==> src/rtl/gap_regex_engine.sv <==
// gap_regex_engine: streaming matcher for  ^PREFIX [gap-class]* SUFFIX
// over a byte stream. An external decoder supplies per-byte class hits;
// this block runs one-hot prefix/suffix chains joined by a gap tracker.
//
// Ports:
//   clk          - clock
//   sod          - start-of-data, async active-high reset of all state
//   en           - a byte is presented this cycle
//   hit_p        - bit i: byte matches prefix class i
//   hit_s        - bit j: byte matches suffix class j
//   gap_ok       - byte belongs to the gap class (not CR, not LF)
//   nl           - byte is LF
//   match        - sticky: at least one match since sod
//   match_pulse  - one cycle per completed suffix
//   match_cnt    - saturating count of completed suffixes
//   first_pos    - byte index (0-based, saturating) of the first match's last byte
module gap_regex_engine #(
  parameter int unsigned P_LEN     = 12,
  parameter int unsigned S_LEN     = 8,
  parameter int unsigned GAP_MAX   = 0,
  parameter int unsigned ANCHORED  = 1,
  parameter int unsigned MULTILINE = 1,
  parameter int unsigned CNT_W     = 16
) (
  input  logic             clk,
  input  logic             sod,
  input  logic             en,
  input  logic [P_LEN-1:0] hit_p,
  input  logic [S_LEN-1:0] hit_s,
  input  logic             gap_ok,
  input  logic             nl,
  output logic             match,
  output logic             match_pulse,
  output logic [CNT_W-1:0] match_cnt,
  output logic [CNT_W-1:0] first_pos
);

  // Suffix chain keeps only the first S_LEN-1 stages; the last stage is the
  // combinational final-byte condition.
  localparam int unsigned SW = (S_LEN > 1) ? S_LEN - 1 : 1;
  localparam int unsigned GW = $clog2(GAP_MAX + 2);
  localparam logic [CNT_W-1:0] CNT_MAX = {CNT_W{1'b1}};

  logic             start_pend_q, start_pend_d;
  logic [P_LEN-1:0] p_q, p_d;
  logic             g_q, g_d;
  logic [GW-1:0]    gcnt_q, gcnt_d;
  logic [SW-1:0]    s_q, s_d;
  logic [CNT_W-1:0] bcnt_q, bcnt_d;
  logic             match_q, match_d;
  logic             pulse_q, pulse_d;
  logic [CNT_W-1:0] mcnt_q, mcnt_d;
  logic [CNT_W-1:0] fpos_q, fpos_d;

  logic start, pdone, gap_open, gap_room, seed, done_n, hit_now;

  // Line-start token, gap window and final-byte detection
  always_comb begin
    start    = start_pend_q | (ANCHORED == 0);
    pdone    = p_q[P_LEN-1];
    gap_open = pdone | g_q;
    // A fresh prefix restarts the gap count, so it always has room for one byte.
    gap_room = (GAP_MAX == 0) | pdone | (gcnt_q < GW'(GAP_MAX));
    seed     = hit_s[0] & gap_open;
    if (S_LEN == 1) begin
      done_n = seed;
    end else begin
      done_n = s_q[SW-1] & hit_s[S_LEN-1];
    end
    hit_now = en & done_n;
  end

  // Next-state for chains, gap tracker and counters
  always_comb begin
    start_pend_d = start_pend_q;
    p_d          = p_q;
    g_d          = g_q;
    gcnt_d       = gcnt_q;
    s_d          = s_q;
    bcnt_d       = bcnt_q;
    match_d      = match_q | hit_now;
    pulse_d      = hit_now;
    mcnt_d       = mcnt_q;
    fpos_d       = fpos_q;
    if (en) begin
      start_pend_d = (MULTILINE != 0) & nl;
      p_d[0] = start & hit_p[0];
      for (int i = 1; i < int'(P_LEN); i++) begin
        p_d[i] = p_q[i-1] & hit_p[i];
      end
      g_d = gap_ok & gap_open & gap_room;
      if (pdone & gap_ok) begin
        gcnt_d = GW'(1);
      end else if (g_q & gap_ok) begin
        gcnt_d = gcnt_q + GW'(1);
      end else begin
        gcnt_d = '0;
      end
      if (S_LEN == 1) begin
        s_d = '0;
      end else begin
        s_d[0] = seed;
        for (int j = 1; j < int'(SW); j++) begin
          s_d[j] = s_q[j-1] & hit_s[j];
        end
      end
      if (bcnt_q != CNT_MAX) begin
        bcnt_d = bcnt_q + CNT_W'(1);
      end
      if (done_n) begin
        if (mcnt_q != CNT_MAX) begin
          mcnt_d = mcnt_q + CNT_W'(1);
        end
        if (!match_q) begin
          fpos_d = bcnt_q;
        end
      end
    end
  end

  // State registers; sod clears everything and arms the line-start token
  always_ff @(posedge clk or posedge sod) begin
    if (sod) begin
      start_pend_q <= 1'b1;
      p_q          <= '0;
      g_q          <= 1'b0;
      gcnt_q       <= '0;
      s_q          <= '0;
      bcnt_q       <= '0;
      match_q      <= 1'b0;
      pulse_q      <= 1'b0;
      mcnt_q       <= '0;
      fpos_q       <= '0;
    end else begin
      start_pend_q <= start_pend_d;
      p_q          <= p_d;
      g_q          <= g_d;
      gcnt_q       <= gcnt_d;
      s_q          <= s_d;
      bcnt_q       <= bcnt_d;
      match_q      <= match_d;
      pulse_q      <= pulse_d;
      mcnt_q       <= mcnt_d;
      fpos_q       <= fpos_d;
    end
  end

  assign match       = match_q;
  assign match_pulse = pulse_q;
  assign match_cnt   = mcnt_q;
  assign first_pos   = fpos_q;

endmodule

==> config.mk <==
export PLATFORM = sky130hd
export DESIGN_NAME = gap_regex_engine
export DESIGN_NICKNAME = d
export VERILOG_FILES = /design/src/rtl/gap_regex_engine.sv
export SDC_FILE = /design/constraint.sdc
export NUM_CORES = 1
export LEC_CHECK = 0
export CAP_MARGIN = 20
export CELL_PAD_IN_SITES_DETAIL_PLACEMENT = 1
export CELL_PAD_IN_SITES_GLOBAL_PLACEMENT = 2
export CORE_ASPECT_RATIO = 1.5
export CORE_UTILIZATION = 30
export CTS_BUF_LIST = sky130_fd_sc_hd__clkbuf_16
export DETAILED_ROUTE_END_ITERATION = 12
export PLACE_DENSITY = 0.78
export REMOVE_ABC_BUFFERS = 1
export SLEW_MARGIN = 10
export SYNTH_ARGS = -nofsm -noshare
export SYNTH_HDL_FRONTEND = slang
export SYNTH_SLANG_ARGS = --single-unit
==> constraint.sdc <==
create_clock -name clk -period 1.9 [get_ports clk]
set_input_delay 0.285 -clock clk [delete_from_list [all_inputs] [get_ports clk]]
set_output_delay 0.285 -clock clk [all_outputs]
set_load 0.01 [all_outputs]
==> metrics.txt, run 1 <==
Design Area, Final between 4000 and 5000 µm²; Slew Viols, Final 0; die area 10,760 µm²; Post-DP Area just over 4000 µm²; FFs w/ async S/R, synth 100.0%; Hold Crit Class primary input to asynchronous set/reset pin; sequential area share after synthesis 57.32%; ys flop type dfrtp_1; RSZ-0062 raised after global routing false; Sink Count just over 70; Yosys Warn Count 0; root buffer cell clkbuf_16; Die Span X roughly 85 µm; Final min period 1822 ps; # nets final a little under 400; first-pass GRT wire length 13,030 µm; Routed WL 7589 µm; via count roughly 2,400; GR Util All Layers 15.73%; Arrival @ worst endpoint 2030 ps; Synth Instances 275; Post-synth EDFFs 0; IO buf count 58; achievable frequency between 0.5 and 0.6 GHz; crit path max fanout 4; wire per inst about 16 µm; Required @ worst endpoint roughly 2100 ps; H-tree depth reported by CTS 3; Rows 45; R2R setup slack approximately 78 ps; Critical Path Start Type flip-flop; Die Span Y roughly 130 µm; CTS resizes 0; final hold vios 0; total power about 3900 µW; # diodes 0; CTS tree done; GP Congestion between 0.8 and 0.9; Final Core Density between 40% and 50%; drt drc 0; vias per cell slightly below 5; R2R cell count 5; Multi-input gate area approximately 1200 µm²; crit end category flip-flop; pwr/cell area ~900 nW/µm²; post-synth top area cell dfrtp_1; Register Area approximately 1800 µm²; synth unique cells 36; post-synth top area share 56.47%; largest net degree at the start of global routing 43; layout cell share with drive strength beyond 1 a little under a fifth; initial core utilization a little under a third; max_slew headroom between 60% and 70%; max_cap viols 0; Layout area overhead 39.25%; DP Wirelength roughly 5500 µm; critical path type flip-flop to flip-flop; vias in the first global route about 2,600; TritonCTS buffer count 9; Yosys reg bits 71; DR iter-0 viols just over 100; Pleak 0.001958 µW; initial antenna violation count 0; Worst IR Drop VDD ~0.43 mV; DR pass1 iterations 4; Clock Path Buffers 2; worst slew pin tran between 400 and 500 ps; Worst-path clk slew 50 ps; worst-skew pair later-pin latency approximately 330 ps; fin cells slightly below 500; Tcrit/Tclk final between 90% and 100%; final setup violation count 0; total I/O pin count ~60; status completed; Cell Area, Synth around 3100 µm²; Synth area leaders dfrtp_1 56%, mux2_2 5.8%, nand3_1 5.0%; Setup Skew 2.947 ps; dpl cells approximately 470; antenna-violating nets left 0; Reg2Reg Launch Point bcnt_q[1]; syn avg cell area roughly 11 µm²; fillers 1,097; core area a little over 10,000 µm²; crit path launch bcnt_q[1]; GRT overflow 0
[registers in the layout (all words and copies together), names as in the netlist]
signal,flops
s_q,7
match_pulse,1
start,1
first_pos,16
match,1
match_cnt,16
bcnt_q,16
p_q,12
g_q,1
[cells by family after synthesis]
group	after synthesis	share of synthesized area [%]
buffers and inverters	32	4.074
XOR/XNOR	25	7.059
AND/OR/NAND/NOR	97	18.44
AO/OA/AOI/OAI	30	5.769
flip-flops	71	57.32
multiplexers	18	6.535
adder cells (fa/ha/maj)	2	0.8066
[worst paths after layout]
path,endpoint
worst min-delay path,p_q[10]
worst min register to register,first_pos[4]
max in group asynchronous,bcnt_q[1]
min in group clk,first_pos[4]
worst max register to register,bcnt_q[1]
worst max-delay path,bcnt_q[1]
[cells in the final DEF, fill, tap and decap left out, drive strengths merged, types with 2 or more instances in the layout]
| master | instances |
|---|---|
| and3 | 6 |
| dfrtp | 70 |
| clkinv | 5 |
| nor4 | 3 |
| xnor2 | 14 |
| nor2 | 10 |
| inv | 26 |
| nand3 | 33 |
| o21ai | 22 |
| nor3 | 9 |
| mux2 | 18 |
| clkdlybuf4s50 | 58 |
| a21oi | 4 |
| nand2 | 12 |
| nand4 | 11 |
| xor2 | 11 |
| buf | 29 |
| or4 | 2 |
| and4 | 3 |
| clkbuf | 9 |
| nand4b | 3 |
| nand2b | 3 |
| ha | 2 |
[Yosys cell counts (2+ instances only)]
master and n:
a21oi_1 4, and3_1 5, and4_1 3, buf_2 2, clkbuf_1 4, dfrtp_1 70, ha_1 2, inv_1 25
mux2_1 2, mux2_2 16, nand2_1 12, nand2b_1 3, nand3_1 31, nand3_2 2, nand4_1 9, nand4b_1 3
nor2_1 10, nor3_1 9, nor4_1 2, o21ai_0 22, xnor2_1 14, xor2_1 11
[critical path: stages (launching register included)]
cell,delay [ps]
dfrtp_1,360
ha_1,190
nand4_1,260
nor4_4,340
nand2b_1,220
mux2_1,340
[report_power, final]
group / internal (µW) / total [µW] / switching, µW
clock: 992 / 1600 / 612
combinational: 287 / 541 / 254
sequential: 1630 / 1750 / 112
total: 2910 / 3890 / 979
[metrics by stage]
step           setup WS (ps)  hold WS [ps]  setup TNS [ps]
2_1_floorplan         -179.9         370.7          -12590
3_5_place_dp          -46.77         479.5          -257.3
6_report               77.57         284.8               0
3_3_place_gp          -14.19         476.3          -14.19
5_1_grt                1.799         313.4               0
4_1_cts                83.61         293.5               0
[what timing repair did]
action	4_1_cts	5_1_grt
buffers inserted	0	1
hold endpoints to repair	0	0
hold buffers	0	0
endpoints found under the setup margin	0	1
[final cells by class]
| class | instances | area share, % |
|---|---|---|
| Clock buffer | 9 | 5.214 |
| Clock inverter | 7 | 1.275 |
| Inverter | 25 | 2.173 |
| Multi-Input combinational cell | 172 | 27.72 |
| Sequential cell | 71 | 41.16 |
| Tap cell | 117 | 3.389 |
| Timing Repair Buffer | 87 | 19.06 |
[per-layer routing]
| metal | vias up | global-route usage, % | wire [µm] |
|---|---|---|---|
| met5 | - | 0 | 0 |
| met4 | 0 | 6.780 | 140 |
| met3 | 11 | 3.839 | 307 |
| met2 | 51 | 26.66 | 3941 |
| met1 | 1196 | 18.89 | 3201 |
| li1 | 1136 | - | - |
Power figures use the tool's default switching activity.
==> run 2, diff against run 1 <==
--- a/config.mk
+++ b/config.mk
@@ -18,3 +18,4 @@
 export SYNTH_ARGS = -nofsm -noshare
 export SYNTH_HDL_FRONTEND = slang
 export SYNTH_SLANG_ARGS = --single-unit
+export TNS_END_PERCENT = 30
==> results of run 2 <==
Final layout, timing and power as in run 1 (identical DEF).
==> run 3, diff against run 2 <==
--- a/config.mk
+++ b/config.mk
@@ -12,7 +12,7 @@
 export CORE_UTILIZATION = 30
 export CTS_BUF_LIST = sky130_fd_sc_hd__clkbuf_16
 export DETAILED_ROUTE_END_ITERATION = 12
-export PLACE_DENSITY = 0.78
+export PLACE_DENSITY_LB_ADDON = 0.05
 export REMOVE_ABC_BUFFERS = 1
 export SLEW_MARGIN = 10
 export SYNTH_ARGS = -nofsm -noshare
==> run 3 against run 2 <==
Against the previous run:
- worst hold slack improved by 68 ps
- global-route usage decreased by 1.0 points
- setup slack better by 54 ps
- clock power decreased by 11%
- sequential cell count unchanged
- count of clock-buffer cells in the layout unchanged
- clock skew up 1.0 ps
- combinational power decreased by 7.4%
- sequential share of layout area up 0.64 points
- first-iteration DRC count down 21%
- final cell count shrank 1.2%
- core utilization decreased by 0.66 points
- highest routed layer unchanged
==> metrics.txt, run 3 (synthesis gave the netlist of run 1 again) <==
vias per cell 4.927 (+0.44%); root buffer cell clkbuf_16; core area 10,080 µm² (unchanged); worst slew pin tran 394.2 ps (-88.22 ps); # nets final 389 (-1.0%); via count 2,375 (-0.79%); GR Util All Layers 14.71% (-1.0 points); CTS resizes 0 (unchanged); most frequent cells in the layout 70 x dfrtp_1, 58 x clkdlybuf4s50_1, 31 x nand3_1; Layout area overhead 37.11%; Top Layer Used met4; Tcrit/Tclk final 93.09% (-2.8 points); Design Area, Final 4253 µm² (-1.5%); Slew Viols, Final 0 (unchanged); wire per inst 14.95 µm (-3.9%); layout cell share with drive strength beyond 1 16.44% (-1.6 points); Required @ worst endpoint 2120 ps (about the same); IO buf count 58 (unchanged); Die Span X 85.02 µm (unchanged); TritonCTS buffer count 9 (unchanged); Worst IR Drop VDD 0.4922 mV (+14%); status completed; pwr/cell area 862.2 nW/µm² (-4.3%); total I/O pin count 59 (unchanged); worst-skew pair later-pin latency 330 ps (about the same); M1 WL 3086 µm (-3.6%); first-pass GRT wire length 12,170 µm (-6.6%); buffer count from post-CTS setup fixing 0 (unchanged); most common cell after layout, fill and taps aside dfrtp_1; critical path type flip-flop to flip-flop; Post-DP Area 4001 µm² (-0.74%); Arrival @ worst endpoint 1980 ps (-50 ps); Clock Path Buffers 2 (unchanged); # diodes 0 (unchanged); initial antenna violation count 0 (unchanged); Pleak 0.001924 µW (-1.8%); total power 3667 µW (-5.8%); crit path max fanout 5 (+1); Worst-path clk slew 50 ps (about the same); GRT overflow 0 (unchanged); final setup violation count 0 (unchanged); Die Span Y 126.5 µm (unchanged); antenna-violating nets left 0 (unchanged); vias in the first global route 2,502 (-4.6%); final hold slack 352.9 ps (+68.03 ps); Critical Path Start Type flip-flop; Final min period 1769 ps (-53.81 ps); met3 routed wirelength 198 µm (-36%); Routed WL 7205 µm (-5.1%); achievable frequency 0.5654 GHz (+3.0%); DR iter-0 viols 81 (-21%); GP Congestion 0.7652 (-4.7%); DP Wirelength 5077 µm (-8.2%); die area 10,760 µm² (unchanged); H-tree depth reported by CTS 3 (unchanged); crit end category flip-flop; Setup Skew 3.977 ps (+1.029 ps); Hold Crit Class primary input to asynchronous set/reset pin; met2 routed WL 3769 µm (-4.4%); largest net degree at the start of global routing 72 (+67%); RSZ-0062 raised after global routing false; final worst slack 131.4 ps (+53.81 ps); Rows 45 (unchanged); CTS tree done; drt drc 0 (unchanged); Post-CTS Hold Fix Bufs 0 (unchanged); final hold vios 0 (unchanged); Sink Count 71 (unchanged); max_slew headroom 73.72% (+6.0 points); initial core utilization 30.78% (unchanged); DR pass1 iterations 4 (unchanged); max_cap viols 0 (unchanged); DP Worst Slack -61.21 ps (-14.44 ps)
[run 3: cell types whose count changed in the layout (fill, tap and decap cells not counted), sizes merged]
cell    delta
bufinv     -1
buf        -4
clkinv     -1
[run 3: final cells by class]
type,instances,area (µm²)
inverters,25,93.84
well taps,117,146.4
multi-input cells,172,1197
flip-flops and latches,71,1778
clock buffers,9,225.2
clock inverters,5,18.77
repair buffers,83,793.3
fillers,1110,5826
[run 3: path summary, 6_finish.rpt]
| path | start | to | slack [ps] | cells past startpoint |
|---|---|---|---|---|
| setup / recovery | match_cnt[1] | match_cnt[2] | 130 | 5 |
| hold / removal | sod | first_pos[7] | 350 | 3 |
| setup reg to reg | match_cnt[1] | match_cnt[2] | 130 | 5 |
| hold reg to reg | first_pos[10] | first_pos[10] | 480 | 2 |
| max in group asynchronous | sod | start | 1200 | 3 |
| min in group clk | first_pos[10] | first_pos[10] | 480 | 2 |
[run 3: stage by stage]
| step | utilization, % | setup TNS [ps] | cells |
|---|---|---|---|
| 3_3_place_gp | 39.70 | -42.05 | 467 |
| 6_report | 42.20 | 0 | 482 |
| 2_1_floorplan | - | -12590 | 268 |
| 5_1_grt | 42.20 | 0 | 482 |
| 3_5_place_dp | 39.70 | -61.21 | 467 |
| 4_1_cts | 42.12 | 0 | 481 |
[run 3: power breakdown]
part           internal, µW  switching (µW)  total (µW)
sequential             1640             105        1740
combinational           263             238         501
clock                   844             581        1430
total                  2740             924        3670
[run 3: critical path: stages, from the launching register on]
cell	delay, ps
dfrtp_1	360
ha_1	210
nand3_2	160
or4_4	590
and3_1	210
xor2_1	140
[run 3: metal layers]
layer,vias up,GRT usage (%)
li1,1133,-
met1,1193,17.06
met2,37,25.52
met3,12,2.407
met4,0,8.275
met5,-,0
==> variant 1 (config.mk and constraints of run 2) <==
The parameter `P_LEN` goes from 12 to 24.
--- a/src/rtl/gap_regex_engine.sv
+++ b/src/rtl/gap_regex_engine.sv
@@ -16,5 +16,5 @@
 //   first_pos    - byte index (0-based, saturating) of the first match's last byte
 module gap_regex_engine #(
-  parameter int unsigned P_LEN     = 12,
+  parameter int unsigned P_LEN     = 24,
   parameter int unsigned S_LEN     = 8,
   parameter int unsigned GAP_MAX   = 0,
Ports: changed (resized hit_p); port bits go from 59 to 71. No check against the original RTL was run, so the function may have changed too.
==> variant 1 against run 2 <==
  * Sequential cell count grew 12
  * Wire length up 7.7%
  * Cell area is 14% higher
  * Sequential share of layout area up 0.88 points
  * Total power up 12%
  * Core utilization increased by 0.24 points
  * Area after synthesis rose by 14%
  * Clock power grew 13%
  * Worst setup slack lost 0.010 ns
  * Synthesized cell count up 19%
  * First-iteration DRC count down 35%
  * Sequential power up 15%
  * Global-route usage down 0.79 points
  * Critical endpoint is now match_cnt[1]
==> variant 1: results (changes against run 2) <==
Finish:
- The buffer share of cell area was 0.189 (-0.00130).
- The multi-input logic area came to 0.00129 mm² (+7.9%).
- The non-clock inverter total of the final layout is 37 (+48%).
- The layout buffer count excluding clock buffers is 97 (+11%).
- The number of standard cells in the final layout excluding fillers is 577 (+18%).
- The share of cells above drive strength 1 is 0.166 (-0.0143).
- The area of all placed cells without fillers was 0.00494 mm² (+14%).
- The count of multi-input gates is 194 (+13%).

Global route:
- The global-route track usage on met1 is 0.170 (-0.0191).
- The wire length of the first global-routing pass came to 14300 µm (+10%).
- The largest net degree at the start of global routing is 33 (-23%).
- The total track usage is 0.149 (-0.00786).
- The number of global-route vias before repair is 2965 (+13%).

Status:
- The flow ran to the end, and the final reports show no timing, DRC or antenna violations.

Power and ir drop:
- The peak supply drop is 0.445 mV (+3.3%).

Logic synthesis:
- The mean instance size in the synthesized netlist is 10.8 µm² (-4.0%).
- The number of distinct library cells after synthesis is 38 (+5.6%).
- The adder and majority gate portion of the synthesized area is 0.00707 (-0.000998).
- Sorting the synthesized cells by area gives the leading types as sky130_fd_sc_hd__dfrtp_1, sky130_fd_sc_hd__mux2_2, sky130_fd_sc_hd__nand3_1, sky130_fd_sc_hd__o21ai_0, sky130_fd_sc_hd__inv_1.
- The number of synthesized register bits is 83 (+17%).
- Sorting the synthesized cells by how often they occur yields sky130_fd_sc_hd__dfrtp_1, sky130_fd_sc_hd__nand3_1, sky130_fd_sc_hd__inv_1.

Timing:
- The worst clock skew on the final layout is 0.00562 ns (+0.00268 ns).
- The worst slack on hold paths is 0.266 ns (-0.0192 ns).
- The highest clock frequency the design can meet came to 546 MHz (-0.55%).

Drt:
- The overall routed net length is 8180 µm (+7.7%).
- The detailed-routing wirelength on met1 is 3360 µm (+5.0%).
- The count of routing violations after the opening detailed-route iteration is 66 (-35%).
- The routed length on met2 came to 4370 µm (+11%).

Worst setup path:
- The largest stage delay on the critical path is 0.55 ns (+0.19 ns).
- The launching point of the worst reg2reg path is match_cnt[1].
- The critical-path cell with the highest stage delay is sky130_fd_sc_hd__or4_4.

Placement:
- The final HPWL from detailed placement was 6020 µm (+8.8%).
- The quantity of I/O buffers inserted on ports is 70 (+21%).
[variant 1: cell count changes in the layout (fill, tap and decap cells not counted), sizes merged, moves of 3 or more]
cell,delta
nor4,+4
inv,+11
nor3,-4
xor2,-3
o21ai,+12
a21oi,+3
clkdlybuf4s50,+11
dfrtp,+12
nand4b,-3
nand3,+6
[variant 1: where the power goes]
| part | leakage, nW | internal (W) | switching, W | total (W) |
|---|---|---|---|---|
| clock network | 0.152 | 0.00113 | 0.000677 | 0.00181 |
| registers | 1.12 | 0.00188 | 0.000130 | 0.00201 |
| logic | 0.874 | 0.000276 | 0.000245 | 0.000522 |
[variant 1: worst reg2reg max path, delay by kind of cell, from the launching register on]
kind,cells,cell delay [ns]
adders and majority gates,1,0.21
DFF,1,0.40
muxes,1,0.29
and+or+nand+nor,3,0.82
==> variant 2 (config.mk and constraints of run 2) <==
Without the edit above. Register the inputs `en`, `hit_p`, `hit_s`, `gap_ok` and `nl` before use, with the module's reset. The logic sees them one clock later. Comments in the files are not updated.
--- a/src/rtl/gap_regex_engine.sv
+++ b/src/rtl/gap_regex_engine.sv
@@ -42,4 +42,26 @@
   localparam logic [CNT_W-1:0] CNT_MAX = {CNT_W{1'b1}};
 
+  logic en_q;
+  logic [P_LEN-1:0] hit_p_q;
+  logic [S_LEN-1:0] hit_s_q;
+  logic gap_ok_q;
+  logic nl_q;
+
+  always_ff @(posedge clk or posedge sod) begin
+    if (sod) begin
+      en_q     <= '0;
+      hit_p_q  <= '0;
+      hit_s_q  <= '0;
+      gap_ok_q <= '0;
+      nl_q     <= '0;
+    end else begin
+      en_q     <= en;
+      hit_p_q  <= hit_p;
+      hit_s_q  <= hit_s;
+      gap_ok_q <= gap_ok;
+      nl_q     <= nl;
+    end
+  end
+
   logic             start_pend_q, start_pend_d;
   logic [P_LEN-1:0] p_q, p_d;
@@ -62,11 +84,11 @@
     // A fresh prefix restarts the gap count, so it always has room for one byte.
     gap_room = (GAP_MAX == 0) | pdone | (gcnt_q < GW'(GAP_MAX));
-    seed     = hit_s[0] & gap_open;
+    seed     = hit_s_q[0] & gap_open;
     if (S_LEN == 1) begin
       done_n = seed;
     end else begin
-      done_n = s_q[SW-1] & hit_s[S_LEN-1];
+      done_n = s_q[SW-1] & hit_s_q[S_LEN-1];
     end
-    hit_now = en & done_n;
+    hit_now = en_q & done_n;
   end
 
@@ -83,14 +105,14 @@
     mcnt_d       = mcnt_q;
     fpos_d       = fpos_q;
-    if (en) begin
-      start_pend_d = (MULTILINE != 0) & nl;
-      p_d[0] = start & hit_p[0];
+    if (en_q) begin
+      start_pend_d = (MULTILINE != 0) & nl_q;
+      p_d[0] = start & hit_p_q[0];
       for (int i = 1; i < int'(P_LEN); i++) begin
-        p_d[i] = p_q[i-1] & hit_p[i];
+        p_d[i] = p_q[i-1] & hit_p_q[i];
       end
-      g_d = gap_ok & gap_open & gap_room;
-      if (pdone & gap_ok) begin
+      g_d = gap_ok_q & gap_open & gap_room;
+      if (pdone & gap_ok_q) begin
         gcnt_d = GW'(1);
-      end else if (g_q & gap_ok) begin
+      end else if (g_q & gap_ok_q) begin
         gcnt_d = gcnt_q + GW'(1);
       end else begin
@@ -102,5 +124,5 @@
         s_d[0] = seed;
         for (int j = 1; j < int'(SW); j++) begin
-          s_d[j] = s_q[j-1] & hit_s[j];
+          s_d[j] = s_q[j-1] & hit_s_q[j];
         end
       end
Behaviour: no difference found for any inputs over 10 cycles, from zero or initial values; that may be too few to reach the edited logic, so the function may still have changed.
==> variant 2 against run 2 <==
  * Fmax is 3.7% higher
  * Cell area is 13% higher
  * Sequential cell count is 23 higher
  * Die area up 18%
  * Total power grew 14%
  * Highest routed layer unchanged
  * Wire length up 1.1%
  * Worst setup slack improved by 0.065 ns
  * Clock skew increased by 0.0043 ns
  * Area after synthesis increased by 19%
  * Critical path depth decreased by 4
==> variant 2: results (changes against run 2) <==
Status:
- The flow ran to the end, and the final reports show no timing, DRC or antenna violations.

Global route:
- The number of global-route vias before repair came to 2828 (+7.8%).
- The total track usage came to 0.136 (-0.0212).
- The total global routing overflow came to 0 (unchanged).
- The wire length of the first global-routing pass came to 13400 µm (+3.0%).
- The largest net degree at the start of global routing is 44 (+2.3%).
- The initial antenna violation count is 0 (unchanged).

Logic synthesis:
- The adder and majority gate portion of the synthesized area is 0.00680 (-0.00127).
- The post-synthesis sequential area ratio is 0.640 (+0.0664).
- The count of warnings emitted by yosys was 0 (unchanged).
- The number of standard cells after synthesis is 306 (+11%).
- By count the netlist is led by sky130_fd_sc_hd__dfrtp_1, sky130_fd_sc_hd__nand3_1, sky130_fd_sc_hd__inv_1.
- The fraction of synthesized cell area in xor and xnor cells is 0.0571 (-0.0135).
- The dominant register cell in the synthesized netlist is sky130_fd_sc_hd__dfrtp_1.
- The number of distinct library cells after synthesis was 35 (-2.8%).
- The mux contribution to synthesized area was 0.0551 (-0.0103).
- The post-synthesis compound-gate area fraction is 0.0578 (+0.000119).
- The async set or reset register ratio after synthesis is 1.00 (unchanged).
- In the post-synthesis netlist, the biggest area contributors are sky130_fd_sc_hd__dfrtp_1, sky130_fd_sc_hd__mux2_2, sky130_fd_sc_hd__xor2_1, sky130_fd_sc_hd__nand3_1, sky130_fd_sc_hd__o21ai_0.

Finish:
- The post-layout net count came to 413 (+5.1%).
- The antenna diode count is 0 (unchanged).
- The number of standard cells in the final layout excluding fillers is 543 (+11%).
- The share of cells above drive strength 1 is 0.164 (-0.0165).

Timing:
- The worst clock skew on the final layout is 0.00726 ns (+0.00431 ns).
- The tightest slew margin relative to the limit came to 0.706 (+0.0287).

Clocking:
- The number of buffers added by the clock tree synthesis step is 9 (unchanged).
- The root buffer cell chosen for the clock tree is sky130_fd_sc_hd__clkbuf_16.
- The number of buffers inserted to repair setup after CTS is 0 (unchanged).
- The number of gates given a new drive strength after cts is 0 (unchanged).
- The clock slew at the register clock pins of the worst setup and hold paths is roughly 0.060 ns.
- The deepest level of the CTS H-tree was 3 (unchanged).
- The number of buffers on the longest clock path is 2 (unchanged).
- The later pin in the worst-skew pair is clocked with a latency of ~0.34 ns.

Placement:
- The quantity of I/O buffers inserted on ports was 58 (unchanged).
- The weighted congestion at the end of routability-driven global placement is 0.764 (-4.8%).
- The setup slack at placement is 0.175 ns (+0.221 ns).
- The cell count after placement is 528 (+12%).
- The final HPWL from detailed placement was 5460 µm (-1.2%).

Min path:
- The worst hold path belongs to the class input port to asynchronous set/reset pin.

Drt:
- The overall routed net length was 7670 µm (+1.1%).
- The vias after detailed routing was 2529 (+5.6%).
- The count of routing violations after the opening detailed-route iteration is 74 (-27%).
- The first-pass detailed-route iteration total is 4 (unchanged).

Power and ir drop:
- The peak supply drop is 0.471 mV (+9.4%).
- The static leakage power is 2.19 nW (+12%).

Worst setup path:
- The kind of cell adding the most delay to the critical path is buffers and inverters.
- The highest fanout seen on the critical path was 8 (+4).
- The largest stage delay on the critical path is 0.60 ns (+0.24 ns).
- The critical-path cell with the highest stage delay is sky130_fd_sc_hd__clkdlybuf4s50_1.
variant 2: changes by cell type in the layout (fill, tap and decap cells not counted), sizes merged, moves of 3 or more:
| cell | before | now |
|---|---|---|
| xor2 | 11 | 18 |
| and3 | 6 | 0 |
| nand4b | 3 | 0 |
| xnor2 | 14 | 6 |
| nand3 | 33 | 30 |
| dfrtp | 70 | 93 |
| nor4 | 3 | 7 |
| a21oi | 4 | 8 |
| nand4 | 11 | 8 |
| nand2 | 12 | 16 |
| nor3b | 0 | 3 |
| buf | 29 | 20 |
variant 2: per-stage QoR:
stage | cell area [µm²] | util | setup TNS [ns]
after detailed placement | 4580 | 0.383 | 0
after global routing | 4890 | 0.409 | 0
after floorplan | 3640 | - | -89.09
after CTS | 4890 | 0.409 | 0
after global placement | 4580 | 0.383 | 0
final | 4890 | 0.409 | 0
variant 2: worst paths after layout:
kind / slack (ns) / cells after the start / startpoint / to
min in group clk: 0.38 / 1 / hit_p[4] / hit_p_q[4]
setup reg to reg: 0.18 / 4 / match_cnt[2] / match_cnt[11]
hold reg to reg: 0.48 / 2 / hit_p_q[7] / p_q[7]
max in group asynchronous: 1.15 / 3 / sod / p_q[11]
setup / recovery: 0.14 / 1 / match_cnt[7] / match_cnt[7]
hold / removal: 0.19 / 2 / sod / hit_p_q[3]
variant 2: per-layer routing:
metal | global-route usage | share of wire
met2 | 0.236 | 0.53
met1 | 0.156 | 0.41
met3 | 0.0292 | 0.039
met4 | 0.0738 | 0.025
met5 | 0 | 0
variant 2: cell families (layout without fill, tap and decap cells):
| kind of cell | count (synthesis) | in the layout |
|---|---|---|
| buffers and inverters | 35 | 119 |
| and+or+nand+nor | 97 | 97 |
| DFF | 94 | 94 |
| xor gates and xnor gates | 24 | 24 |
| AOI/OAI and AO/OA | 36 | 36 |
| adders and majority gates | 2 | 2 |
| muxes | 18 | 18 |
variant 2: area by class of cell:
cell class / count / area (µm²)
clock buffers: 9 / 225
repair buffers: 78 / 743
fillers: 1289 / 7070
well taps: 153 / 191
multi-input cells: 177 / 1190
flip-flops and latches: 94 / 2350
clock inverters: 6 / 86.3
inverters: 26 / 98.8
variant 2: power breakdown:
group	internal (W)	total, W	switching, W
Combinational	0.000167	0.000351	0.000184
Sequential	0.00211	0.00221	0.000101
Clock	0.00114	0.00188	0.000733
Total	0.00342	0.00444	0.00102
